## src/rtl/tile_data_feeder.sv

```systemverilog
// tile_data_feeder
// Responder side of the systolic-array operand-fetch handshake. After a job
// start it raises data_valid; every read_data cycle it fetches one element of
// A and one of B from the operand SRAMs, walking tiles column-then-row, and
// returns them one cycle later with out_valid. Partial edge tiles are
// zero-padded per operand; all_done pulses once the last element is returned.
//
// Ports:
//   clk, rst_n                 clock, asynchronous active-low reset
//   start                      one-cycle job start pulse (ignored while busy)
//   read_data                  per-element fetch request from the controller
//   data_valid                 operands ready, controller may begin loading
//   mem_rd_en                  shared A/B SRAM read enable
//   mem_addr_a, mem_addr_b     SRAM addresses (0 for a padded operand)
//   mem_rdata_a, mem_rdata_b   SRAM read data, one cycle after mem_rd_en
//   a_out, b_out, out_valid    returned operand pair
//   tile_col_idx, tile_row_idx current K- and M-direction tile indices
//   busy                       job in progress
//   all_done                   one-cycle completion pulse
module tile_data_feeder #(
  parameter int DATA_W = 8,
  parameter int WIDTH  = 4,
  parameter int HEIGHT = 4,
  parameter int M_SIZE = 4,
  parameter int K_SIZE = 16,
  parameter int N_SIZE = 4,
  parameter int ADDR_W = 8
) (
  input  logic              clk,
  input  logic              rst_n,
  input  logic              start,
  input  logic              read_data,
  output logic              data_valid,
  output logic              mem_rd_en,
  output logic [ADDR_W-1:0] mem_addr_a,
  output logic [ADDR_W-1:0] mem_addr_b,
  input  logic [DATA_W-1:0] mem_rdata_a,
  input  logic [DATA_W-1:0] mem_rdata_b,
  output logic [DATA_W-1:0] a_out,
  output logic [DATA_W-1:0] b_out,
  output logic              out_valid,
  output logic [4:0]        tile_col_idx,
  output logic [4:0]        tile_row_idx,
  output logic              busy,
  output logic              all_done
);

  localparam int TILE_ELEMS = WIDTH * HEIGHT;
  localparam int TC         = (K_SIZE + WIDTH - 1) / WIDTH;
  localparam int TR         = (M_SIZE + HEIGHT - 1) / HEIGHT;
  localparam int EW         = (TILE_ELEMS > 1) ? $clog2(TILE_ELEMS) : 1;

  typedef enum logic [2:0] {IDLE, ARM, STREAM, DRAIN, DONE} state_t;

  state_t            state, state_nx;
  logic [EW-1:0]     elem_cnt, elem_nx;
  logic [4:0]        col_nx, row_nx;
  logic              serviced, pad_a, pad_b, pad_a_q, pad_b_q;
  logic              last_elem, last_col, last_row;
  logic [31:0]       e_r, e_c, a_row, a_col, b_row;
  logic [DATA_W-1:0] a_hold, b_hold;

  // Element coordinates and padding decisions for the element being serviced.
  always_comb begin
    e_r   = 32'(elem_cnt) / WIDTH;
    e_c   = 32'(elem_cnt) % WIDTH;
    a_row = 32'(tile_row_idx) * HEIGHT + e_r;
    a_col = 32'(tile_col_idx) * WIDTH + e_c;
    b_row = 32'(tile_col_idx) * WIDTH + e_r;
    pad_a = !((a_row < M_SIZE) && (a_col < K_SIZE));
    pad_b = !((b_row < K_SIZE) && (e_c < N_SIZE));

    serviced   = read_data && ((state == ARM) || (state == STREAM));
    mem_rd_en  = serviced && !(pad_a && pad_b);
    mem_addr_a = (serviced && !pad_a) ? ADDR_W'(a_row * K_SIZE + a_col) : '0;
    mem_addr_b = (serviced && !pad_b) ? ADDR_W'(b_row * N_SIZE + e_c) : '0;

    data_valid = (state == ARM);
    busy       = (state != IDLE);
    all_done   = (state == DONE);
  end

  always_comb begin
    state_nx  = state;
    elem_nx   = elem_cnt;
    col_nx    = tile_col_idx;
    row_nx    = tile_row_idx;
    last_elem = (32'(elem_cnt) == TILE_ELEMS - 1);
    last_col  = (32'(tile_col_idx) == TC - 1);
    last_row  = (32'(tile_row_idx) == TR - 1);
    case (state)
      IDLE: if (start) state_nx = ARM;
      ARM, STREAM: begin
        if (read_data) begin
          state_nx = STREAM;
          if (last_elem) begin
            elem_nx = '0;
            if (last_col) begin
              col_nx = '0;
              if (last_row) state_nx = DRAIN;
              else          row_nx   = tile_row_idx + 5'd1;
            end else begin
              col_nx = tile_col_idx + 5'd1;
            end
          end else begin
            elem_nx = elem_cnt + 1'b1;
          end
        end
      end
      DRAIN: state_nx = DONE;
      DONE: begin
        state_nx = IDLE;
        elem_nx  = '0;
        col_nx   = '0;
        row_nx   = '0;
      end
      default: state_nx = IDLE;
    endcase
  end

  always_ff @(posedge clk or negedge rst_n) begin
    if (!rst_n) begin
      state        <= IDLE;
      elem_cnt     <= '0;
      tile_col_idx <= '0;
      tile_row_idx <= '0;
      out_valid    <= 1'b0;
      pad_a_q      <= 1'b0;
      pad_b_q      <= 1'b0;
      a_hold       <= '0;
      b_hold       <= '0;
    end else begin
      state        <= state_nx;
      elem_cnt     <= elem_nx;
      tile_col_idx <= col_nx;
      tile_row_idx <= row_nx;
      out_valid    <= serviced;
      pad_a_q      <= pad_a;
      pad_b_q      <= pad_b;
      if (out_valid) begin
        a_hold <= a_out;
        b_hold <= b_out;
      end
    end
  end

  // SRAM data arrives in the out_valid cycle, so the returned pair is taken
  // straight from the read port; the hold registers keep it stable afterwards.
  always_comb begin
    a_out = a_hold;
    b_out = b_hold;
    if (out_valid) begin
      a_out = pad_a_q ? '0 : mem_rdata_a;
      b_out = pad_b_q ? '0 : mem_rdata_b;
    end
  end

endmodule

```

## config.mk

```make
export PLATFORM = sky130hd
export DESIGN_NAME = tile_data_feeder
export DESIGN_NICKNAME = d
export VERILOG_FILES = /design/src/rtl/tile_data_feeder.sv
export SDC_FILE = /design/constraint.sdc
export NUM_CORES = 1
export LEC_CHECK = 0
export CAP_MARGIN = 10
export CORE_ASPECT_RATIO = 0.75
export CORE_MARGIN = 2
export CORE_UTILIZATION = 50
export DETAILED_ROUTE_END_ITERATION = 16
export HOLD_SLACK_MARGIN = 0.12
export PLACE_DENSITY = 0.91
export SYNTH_ARGS = -nofsm -noshare
export SYNTH_HDL_FRONTEND = slang
export SYNTH_SLANG_ARGS = --single-unit
```

## constraint.sdc

```tcl
create_clock -name clk -period 5.3 [get_ports clk]
set_input_delay 0.53 -clock clk [delete_from_list [all_inputs] [get_ports clk]]
set_output_delay 0.53 -clock clk [all_outputs]
set_load 0.03 [all_outputs]
```

==> results of run 1 <==
path summary, 6_finish.rpt:
kind / from / to / slack, ns / depth (start not counted)
setup / recovery: read_data / mem_addr_a[1] / 1.89 / 5
setup reg to reg: tile_row_idx[1] / tile_row_idx[1] / 3.22 / 6
hold / removal: pad_a_q / a_hold[6] / 0.48 / 1
max in group asynchronous: rst_n / elem_cnt[3] / 4.31 / 2
min in group asynchronous: rst_n / tile_row_idx[2] / 0.65 / 2
hold reg to reg: pad_a_q / a_hold[6] / 0.48 / 1
layout by cell type (no fill, tap or decap), types with 2 or more instances in the layout:
cell,count
and3_1,9
buf_4,2
nor2b_1,5
conb_1,2
nand2_1,23
nor3_1,7
ha_1,8
a41oi_1,2
xnor2_1,4
nand3_1,7
a21oi_1,7
dfrtp_1,36
o21ai_0,32
nor2_1,8
o21bai_1,2
nand4_1,3
mux2i_1,4
o22ai_1,2
clkinv_2,2
nor4_1,4
and2_1,7
inv_1,21
clkbuf_8,5
or3_1,3
nand2b_1,3
clkdlybuf4s50_1,64
critical path, cell delays in order:
cell and delay, ns:
clkdlybuf4s50_1 0.67, nand3_1 0.34, nor2_1 0.44, and2_1 0.22, clkdlybuf4s50_1 0.67
cell type report:
cell class	instances	area, sq um
fillers	311	1240
clock buffers	5	68.8
repair buffers	66	656
clock inverters	3	18.8
well taps	55	68.8
inverters	22	82.6
flip-flops and latches	36	901
multi-input cells	159	1010
stage by stage:
stage	instance area, sq um	cells
global placement	2720	338
floorplan	2130	238
CTS	2810	346
finish	2810	346
detailed placement	2720	338
global route	2810	346
power by group through the flow:
stage | logic [W] | registers [W] | clock network, W
2_1_floorplan | 0.000503 | 0.000408 | 0
3_3_place_gp | 0.000703 | 0.000453 | 0
3_5_place_dp | 0.000718 | 0.000460 | 0
4_1_cts | 0.000722 | 0.000456 | 0.000197
5_1_grt | 0.000774 | 0.000477 | 0.000208
6_report | 0.000720 | 0.000457 | 0.000194
sequential cells by signal, summed over array words and instances (netlist names):
signal        flops
a_hold            8
b_hold            8
elem_cnt          4
out_valid         1
pad_a_q           1
pad_b_q           1
state             3
tile_col_idx      5
tile_row_idx      5
cell families (layout without fill, tap and decap cells):
logic type                 count (synthesis)  after routing
and+or+nand+nor                           84             84
AOI/OAI and AO/OA                         54             54
buffers and inverters                     43             96
DFF                                       36             36
adders and majority gates                  9              9
xor gates and xnor gates                   5              5
muxes                                      5              5
other                                      1              2
metal layers:
layer,part of all wire,vias up,GRT usage
li1,-,914,-
met1,0.45,887,0.324
met2,0.48,66,0.356
met3,0.057,10,0.0387
met4,0.016,0,0.0690
met5,0,-,0
==> results.md, run 1 <==
* Top-count cell post-synth: dfrtp_1
* Hold Fails Final Rpt at 0
* Final setup viols at 0
* CTS tree: built
* IO buf count at 64
* Clock buffer depth at 2
* Number of routed nets with antenna violations at 0
* Slew Limit Fails at 0
* IO Count at 67
* Worst-Margin Slew at roughly 0.85 ns
* Ys Warns at 0
* Post-CTS Resized at 0
* Synth top cells by count: dfrtp_1, o21ai_0, nand2_1, inv_1, buf_4
* Starting Density at 0.523
* Largest net degree at the start of global routing at 38
* Critical path type: in -> out
* Setup TNS at 0 ns
* CTS H-Tree Depth at 2
* Post-CTS Setup Bufs at 0
* Post-synth top area share at 0.425
* Clock power share at 0.142
* Final WS setup at 1.89 ns
* Starting DRC count in detailed routing at approximately 110
* Synth Area in Compound Gates at 0.160
* Routed Wire Length at slightly above 5 mm
* Peak VDD IR at roughly 0.29 mV
* Max Fanout on Critical Path at 9
* Total clock sinks at 36
* Unrepaired setup endpoints after global routing: no
* Flop pwr share at 0.333
* Req. time, crit path at 4.77 ns
* Fmax at approximately 300 MHz
* Clk_lat worst skew at roughly 0.29 ns
* XOR/XNOR share of the synthesized area at 0.0206
* Switching power at around 0.00063 W
* Share of layout cells above drive strength 1 at 0.0550
* CP startpoint kind: primary input
* DR pass1 iterations at 4
* CTS Hold Bufs at 0
* Dpl hpwl at about 3.7 mm
* #FFs+latches synth at 36
* TritonCTS buffer count at 5
* CP endpoint kind: output port
* WL per Instance at around 15 um
* Routed vias at 1877
* Area growth, synth to finish at 32.4%
* First-pass GRT wire length at between 8 and 9 mm
* GRT Resource Usage Total at 0.225
* Comb pwr share at 0.525
* Tmin final at between 3 and 4 ns
* Synth Area in Adders at 0.0566
* Largest family of logic cells by synthesized area: simple AND/OR/NAND/NOR gates
* Core ar. at just over 4000 sq um
* Post-Route Utilization at 0.693
* Initial antenna violation count at 0
* Syn_area_per_cell at around 9.0 sq um
* CP Data Arrival Time at ~2.9 ns
* Total power at between 0.001 and 0.0015 W
* Rows at 20
* Die extent in x at about 79 um
* Internal power at roughly 0.00074 W
* Worst Clk Skew at approximately 0.011 ns
* Pre-CTS setup slack at ~1.9 ns
* Gpl congestion at slightly below 0.9
* Fin crit share at 0.643
* Sequential cell area fraction in the yosys report at 0.425
* Die area at between 4000 and 5000 sq um
* Drt via density at around 5.4
* Post-Synthesis Cells at approximately 240
* DRC Markers at 0
* Switching part of the total at 0.459
* Leakage power at 1.24 nW
* Post-synthesis mux area share at 0.0242
* HP Class: reg -> reg
* N_diodes at 0
* Post-synth EDFFs at 0
* Ranking of synthesized cells by area: dfrtp_1, o21ai_0, ha_1, buf_4, nand2_1
* Yosys cell types at 43
* Syn Std Cell Area at around 2100 sq um
* Main synth FF type: dfrtp_1
* Rel. slew slack at 0.432
* Yosys top cell by area: dfrtp_1
* Net count, final at approximately 320
* Vias in the first global route at approximately 1700
* Pwr dens at around 490 nW/um^2
* Clk root buf: clkbuf_8
* Max Cap Viol at 0
* Outcome: finished clean
* Synth Area in Simple Gates at 0.213
* Grt total ovfl at 0
* Worst-path clk slew at roughly 0.080 ns
* Async S/R FF share, synth at 1.00
* Die Y at 60.4 um
* Hold WS at about 0.48 ns
Power figures use the tool's default switching activity.
==> inputs of run 2 (changes only) <==
--- a/config.mk
+++ b/config.mk
@@ -8,10 +8,10 @@
 export CAP_MARGIN = 10
 export CORE_ASPECT_RATIO = 0.75
 export CORE_MARGIN = 2
-export CORE_UTILIZATION = 50
+export CORE_UTILIZATION = 42
 export DETAILED_ROUTE_END_ITERATION = 16
 export HOLD_SLACK_MARGIN = 0.12
-export PLACE_DENSITY = 0.91
+export PLACE_DENSITY = 0.82
 export SYNTH_ARGS = -nofsm -noshare
 export SYNTH_HDL_FRONTEND = slang
 export SYNTH_SLANG_ARGS = --single-unit
==> constraint.sdc (replaced) <==
create_clock -name clk -period 3 [get_ports clk]
set_input_delay 0.3 -clock clk [delete_from_list [all_inputs] [get_ports clk]]
set_output_delay 0.3 -clock clk [all_outputs]
set_load 0.03 [all_outputs]
==> results.md, run 2 (synthesis gave the netlist of run 1 again) <==
* Routed Wire Length at 5.04 mm (-1.1%)
* Crit path max-delay family: buffers and inverters
* FF-to-FF setup slack at 0.91 ns (-2.31 ns)
* Worst Clk Skew at 0.00746 ns (-0.00368 ns)
* Drt via density at 5.14 (-5.2%)
* Die area at 5640 sq um (+18%)
* Total clock sinks at 36 (unchanged)
* Initial antenna violation count at 0 (unchanged)
* Number of routed nets with antenna violations at 0 (unchanged)
* Crit path from: tile_col_idx[2]
* Grt total ovfl at 0 (unchanged)
* Slew Limit Fails at 0 (unchanged)
* CP Data Arrival Time at 2.44 ns (-0.44 ns)
* CP Buf/Inv Count at 1 (-1)
* Share of layout cells above drive strength 1 at 0.0746 (+0.0196)
* Critical path endpoint: mem_addr_a[6]
* CTS Hold Bufs at 0 (unchanged)
* Critical path type: reg -> out
* Final WS setup at 0.255 ns (-1.64 ns)
* IO buf count at 64 (unchanged)
* Req. time, crit path at 2.70 ns (-2.07 ns)
* Post-CTS Setup Bufs at 0 (unchanged)
* R2R Path End: tile_row_idx[1]
* Worst-path clk slew at 0.07 ns (about the same)
* Worst R2R Path Depth at 6 (unchanged)
* Hold Fails Final Rpt at 0 (unchanged)
* Final setup viols at 0 (unchanged)
* Max Cap Viol at 0 (unchanged)
* Switching part of the total at 0.440 (-0.0192)
* Internal power at 0.00141 W (+91%)
* Core ar. at 4870 sq um (+20%)
* First-pass GRT wire length at 8.53 mm (+3.3%)
* Stages on worst setup path at 5 (unchanged)
* Flop pwr share at 0.299 (-0.034)
* Die extent in x at 86.1 um (+8.6%)
* Clk root buf: clkbuf_8
* Clock power share at 0.168 (+0.026)
* Gpl congestion at 0.835 (-3.6%)
* Commonest cells after routing, fill and taps aside: clkdlybuf4s50_1, dfrtp_1, o21ai_0
* Area growth, synth to finish at 35.6%
* Die Y at 65.6 um (+8.5%)
* TritonCTS buffer count at 5 (unchanged)
* Post-Route Utilization at 0.591 (-0.103)
* RR Startpoint: tile_row_idx[0]
* Switching power at 0.00111 W (+76%)
* Routed vias at 1825 (-2.8%)
* Starting Density at 0.436 (-0.0879)
* Comb pwr share at 0.532 (+0.007)
* CTS H-Tree Depth at 2 (unchanged)
* Largest net degree at the start of global routing at 37 (-2.6%)
* Slowest stage delay, CP at 0.71 ns (+0.04 ns)
* Leakage power at 1.27 nW (+2.2%)
* Peak VDD IR at 0.299 mV (+4.5%)
* Dpl hpwl at 3.79 mm (+1.7%)
* Critical path cell sequence: ha_1 -> fa_1 -> xnor2_1 -> nor3_1 -> clkdlybuf4s50_1
* Most common cell after layout, fill and taps aside: clkdlybuf4s50_1
* Starting DRC count in detailed routing at 160 (+50%)
* CTS tree: built
* Net count, final at 323 (+1.3%)
* Worst-Margin Slew at 0.626 ns (-0.227 ns)
* GRT Resource Usage Total at 0.193 (-0.0322)
* Fin crit share at 0.915
* CP max-delay cell: clkdlybuf4s50_1
* Tmin final at about 2.7 ns
* Unrepaired setup endpoints after global routing: no
* HP Class: in -> async
* Placed insts at 347 (+2.7%)
* Pwr dens at 877 nW/um^2 (+80%)
* Setup TNS at 0 ns (unchanged)
* Clk_lat worst skew at 0.29 ns (about the same)
* Clock buffer depth at 2 (unchanged)
* Outcome: finished clean
* Fmax at 364 MHz
* Pre-CTS setup slack at 0.339 ns (-1.61 ns)
* IO Count at 67 (unchanged)
* Vias in the first global route at 1745 (+1.7%)
* Max Fanout on Critical Path at 8 (-1)
* CP endpoint kind: output port
* WL per Instance at 14.2 um (-3.6%)
* N_diodes at 0 (unchanged)
* Non-Filler Instances at 355 (+2.6%)
* CP startpoint kind: flop
* Rel. slew slack at 0.580 (+0.148)
* Largest regs: a_hold (8), b_hold (8)
* DR pass1 iterations at 4 (unchanged)
* DRC Markers at 0 (unchanged)
* Rows at 22 (+10%)
run 2: routing by layer:
metal | track usage | part of all wire | vias up | wire length [um]
li1 | - | - | 915 | -
met1 | 0.266 | 0.47 | 863 | 2350
met2 | 0.300 | 0.47 | 37 | 2360
met3 | 0.0415 | 0.043 | 10 | 217
met4 | 0.0675 | 0.019 | 0 | 98
met5 | 0 | 0 | - | 0
run 2: through the flow:
stage / cell area [sq um] / power (W) / hold slack (ns)
6_report: 2880 / 0.00252 / 0.444
5_1_grt: 2880 / 0.00269 / 0.478
4_1_cts: 2870 / 0.00254 / 0.453
3_5_place_dp: 2760 / 0.00210 / 0.466
3_3_place_gp: 2760 / 0.00206 / 0.460
2_1_floorplan: 2130 / 0.00161 / 0.00441
run 2: worst min path at each step:
stage / start / endpoint / slack, ns / depth (start not counted)
6_report: rst_n / tile_row_idx[4] / 0.44 / 2
2_1_floorplan: rst_n / a_hold[0] / 0.004 / 0
4_1_cts: rst_n / tile_row_idx[3] / 0.45 / 2
5_1_grt: rst_n / a_hold[6] / 0.48 / 2
3_5_place_dp: pad_a_q / a_hold[6] / 0.47 / 1
3_3_place_gp: pad_a_q / a_hold[6] / 0.46 / 1
run 2: cell type report:
cell class                      count  area, sq um
Fill cell                         422         1990
Multi-Input combinational cell    159         1020
Sequential cell                    36          901
Timing Repair Buffer               70          686
Inverter                           22         82.6
Tap cell                           60         75.1
Clock buffer                        5         68.8
Clock inverter                      3         42.5
run 2: repair_timing:
item	4_1_cts	5_1_grt
resized for setup	0	2
setup endpoints to repair	0	6
hold endpoints to repair	0	0
run 2: power groups by stage:
stage / sequential (W) / clock [W] / combinational (W)
global route: 0.000787 / 0.000458 / 0.00145
CTS: 0.000755 / 0.000437 / 0.00134
detailed placement: 0.000763 / 0 / 0.00133
finish: 0.000755 / 0.000425 / 0.00134
floorplan: 0.000720 / 0 / 0.000888
global placement: 0.000753 / 0 / 0.00131
==> variant, RTL diff (settings of run 2) <==
Re-encode `state_t` (5 states) as one-hot, 5 bits wide.
--- a/src/rtl/tile_data_feeder.sv
+++ b/src/rtl/tile_data_feeder.sv
@@ -50,7 +50,7 @@
   localparam int TR         = (M_SIZE + HEIGHT - 1) / HEIGHT;
   localparam int EW         = (TILE_ELEMS > 1) ? $clog2(TILE_ELEMS) : 1;
 
-  typedef enum logic [2:0] {IDLE, ARM, STREAM, DRAIN, DONE} state_t;
+  typedef enum logic [4:0] {IDLE = 5'b00001, ARM = 5'b00010, STREAM = 5'b00100, DRAIN = 5'b01000, DONE = 5'b10000} state_t;
 
   state_t            state, state_nx;
   logic [EW-1:0]     elem_cnt, elem_nx;
Formal check against the unedited RTL: same outputs for any inputs over 10 cycles, from zero or initial values and one cycle with rst_n low; not proved beyond that.
==> variant against run 2 <==
Wire length fell by 0.54%; sequential power rose by 2%; die area rose by 3.2%; total power fell by 9.8%; synthesized area rose by 3.4%; final cell count rose by 3.1%; sequential cell count rose by 2; worst setup slack improved by 13 ps; design area rose by 1.4%; critical path type unchanged; largest cell class unchanged.
==> variant: results (changes against run 2) <==
[status]
outcome=finished, final reports clean

[placement]
dp_hpwl_um=3759  ; -0.82%
postPlaceCellArea_um2=2823  ; +2.3%
dp.cells=358  ; +3.2%
io_buffer_count=64  ; unchanged
gp_congestion=0.8958  ; +7.3%

[detailed_routing]
drtIter0Drc=113  ; -29%
routedWlPerCell_um=13.68  ; -3.5%
vias=1923  ; +5.4%
drt-pass1-iter-count=5  ; +1
routed_wl_um=5008  ; -0.54%

[timing]
fin_skew_ps=4.927  ; -2.534 ps
tightest_slew_ps=838.5  ; +212.9 ps

[clock_tree]
clk_pin_slew_ps=80
cts_buffers=5  ; unchanged
root_buffer=clkbuf_8
htree_num_levels=2  ; unchanged
postCtsSetupBuffers=0  ; unchanged
cts_resized=0  ; unchanged

[synth]
synth_xor_area_share_pct=2.339  ; +0.28 points
netlist-cell-type-count=45  ; +4.7%
synth-main-ff-cell=dfrtp_1
yosysSeqAreaShare_pct=43.41  ; +0.96 points
synthAdderAreaFrac_pct=5.476  ; -0.18 points
synthArstFlopShare_pct=100.0  ; unchanged
syn_inst=248  ; +4.6%
synthMuxAreaShare_pct=0.4564  ; -2.0 points
synth_compound_area_share_pct=16.49  ; +0.51 points
synth_area_leaders=dfrtp_1 (42%), o21ai_0 (7.8%), nand2_1 (4.6%), ha_1 (4.6%), buf_4 (4.1%)
synthTopCellsByCount=dfrtp_1 (37), o21ai_0 (34), nand2_1 (27), inv_1 (24), a21oi_1 (13)

[setup_path]
crit_fanout=8  ; unchanged
worstPathArrival_ps=2430

[grt]
grt_pass1_wl_um=8666  ; +1.6%
antenna_found_initial=0  ; unchanged
grt_start_max_net_pins=39  ; +5.4%
track_usage_pct=19.09  ; -0.20 points

[layout]
layout-drive-gt1-share_pct=6.863  ; -0.59 points
fill_cells=429  ; +1.7%
finalNetCount=334  ; +3.4%

[pwr]
peakVddDrop_mv=0.2369  ; -21%
p_leak_uw=0.001294  ; +1.8%

variant: power by group:
group	switching (uW)	leakage (uW)	internal (uW)
Clock	185	0.0000472	185
Combinational	672	0.000759	461
Sequential	107	0.000488	665
variant: routing by layer:
layer | global-route usage (%) | routed length [um]
met2 | 28.98 | 2217
met1 | 26.25 | 2346
met3 | 4.957 | 374
met4 | 6.923 | 70
met5 | 0 | 0
variant: cells by family (layout without fill, tap and decap cells):
kind of cell             after synthesis  after routing
AO/OA/AOI/OAI                         63             63
XOR/XNOR                               5              5
adder cells (fa/ha/maj)                9              9
buffers and inverters                 45            102
flip-flops                            38             38
multiplexers                           1              1
other                                  1              2
AND/OR/NAND/NOR                       86             86
variant: final cells by class:
type,count,area share [%]
Timing Repair Buffer,69,23.07
Inverter,25,3.216
Sequential cell,38,32.63
Clock inverter,2,0.4288
Clock buffer,6,2.830
Tap cell,60,2.573
Multi-Input combinational cell,166,35.25
variant: final timing paths:
kind | from | slack [ps] | depth (start not counted) | endpoint
worst min register to register | pad_a_q$_DFF_PN0_ | 490 | 1 | a_hold[6]$_DFFE_PN0P_
worst max-delay path | tile_col_idx[3]$_DFFE_PN0P_ | 270 | 5 | mem_addr_a[1]
worst max register to register | tile_col_idx[0]$_DFFE_PN0P_ | 920 | 5 | tile_row_idx[3]$_DFFE_PN0P_
min in group clk | pad_a_q$_DFF_PN0_ | 490 | 1 | a_hold[6]$_DFFE_PN0P_
max in group asynchronous | rst_n | 2360 | 1 | tile_row_idx[3]$_DFFE_PN0P_
worst min-delay path | rst_n | 100 | 1 | b_hold[6]$_DFFE_PN0P_
variant: worst max-delay path, stage by stage (launching register included):
cell and delay (ps):
dfrtp_1 490, nor3_1 280, nand3_1 240, nor2_1 290, and2_1 180, clkdlybuf4s50_1 660
variant: stage by stage:
| step | utilization (%) | power [uW] | hold slack (ps) | setup slack, ps |
|---|---|---|---|---|
| after floorplan | - | 1464 | 4.409 | 843.2 |
| after global placement | 56.97 | 1896 | 453.3 | 381.1 |
| after detailed placement | 56.97 | 1928 | 450.7 | 294.8 |
| after CTS | 58.89 | 2296 | 129.8 | 266.3 |
| after global routing | 58.89 | 2452 | 172.4 | 28.49 |
| final | 58.89 | 2276 | 104.2 | 268.3 |
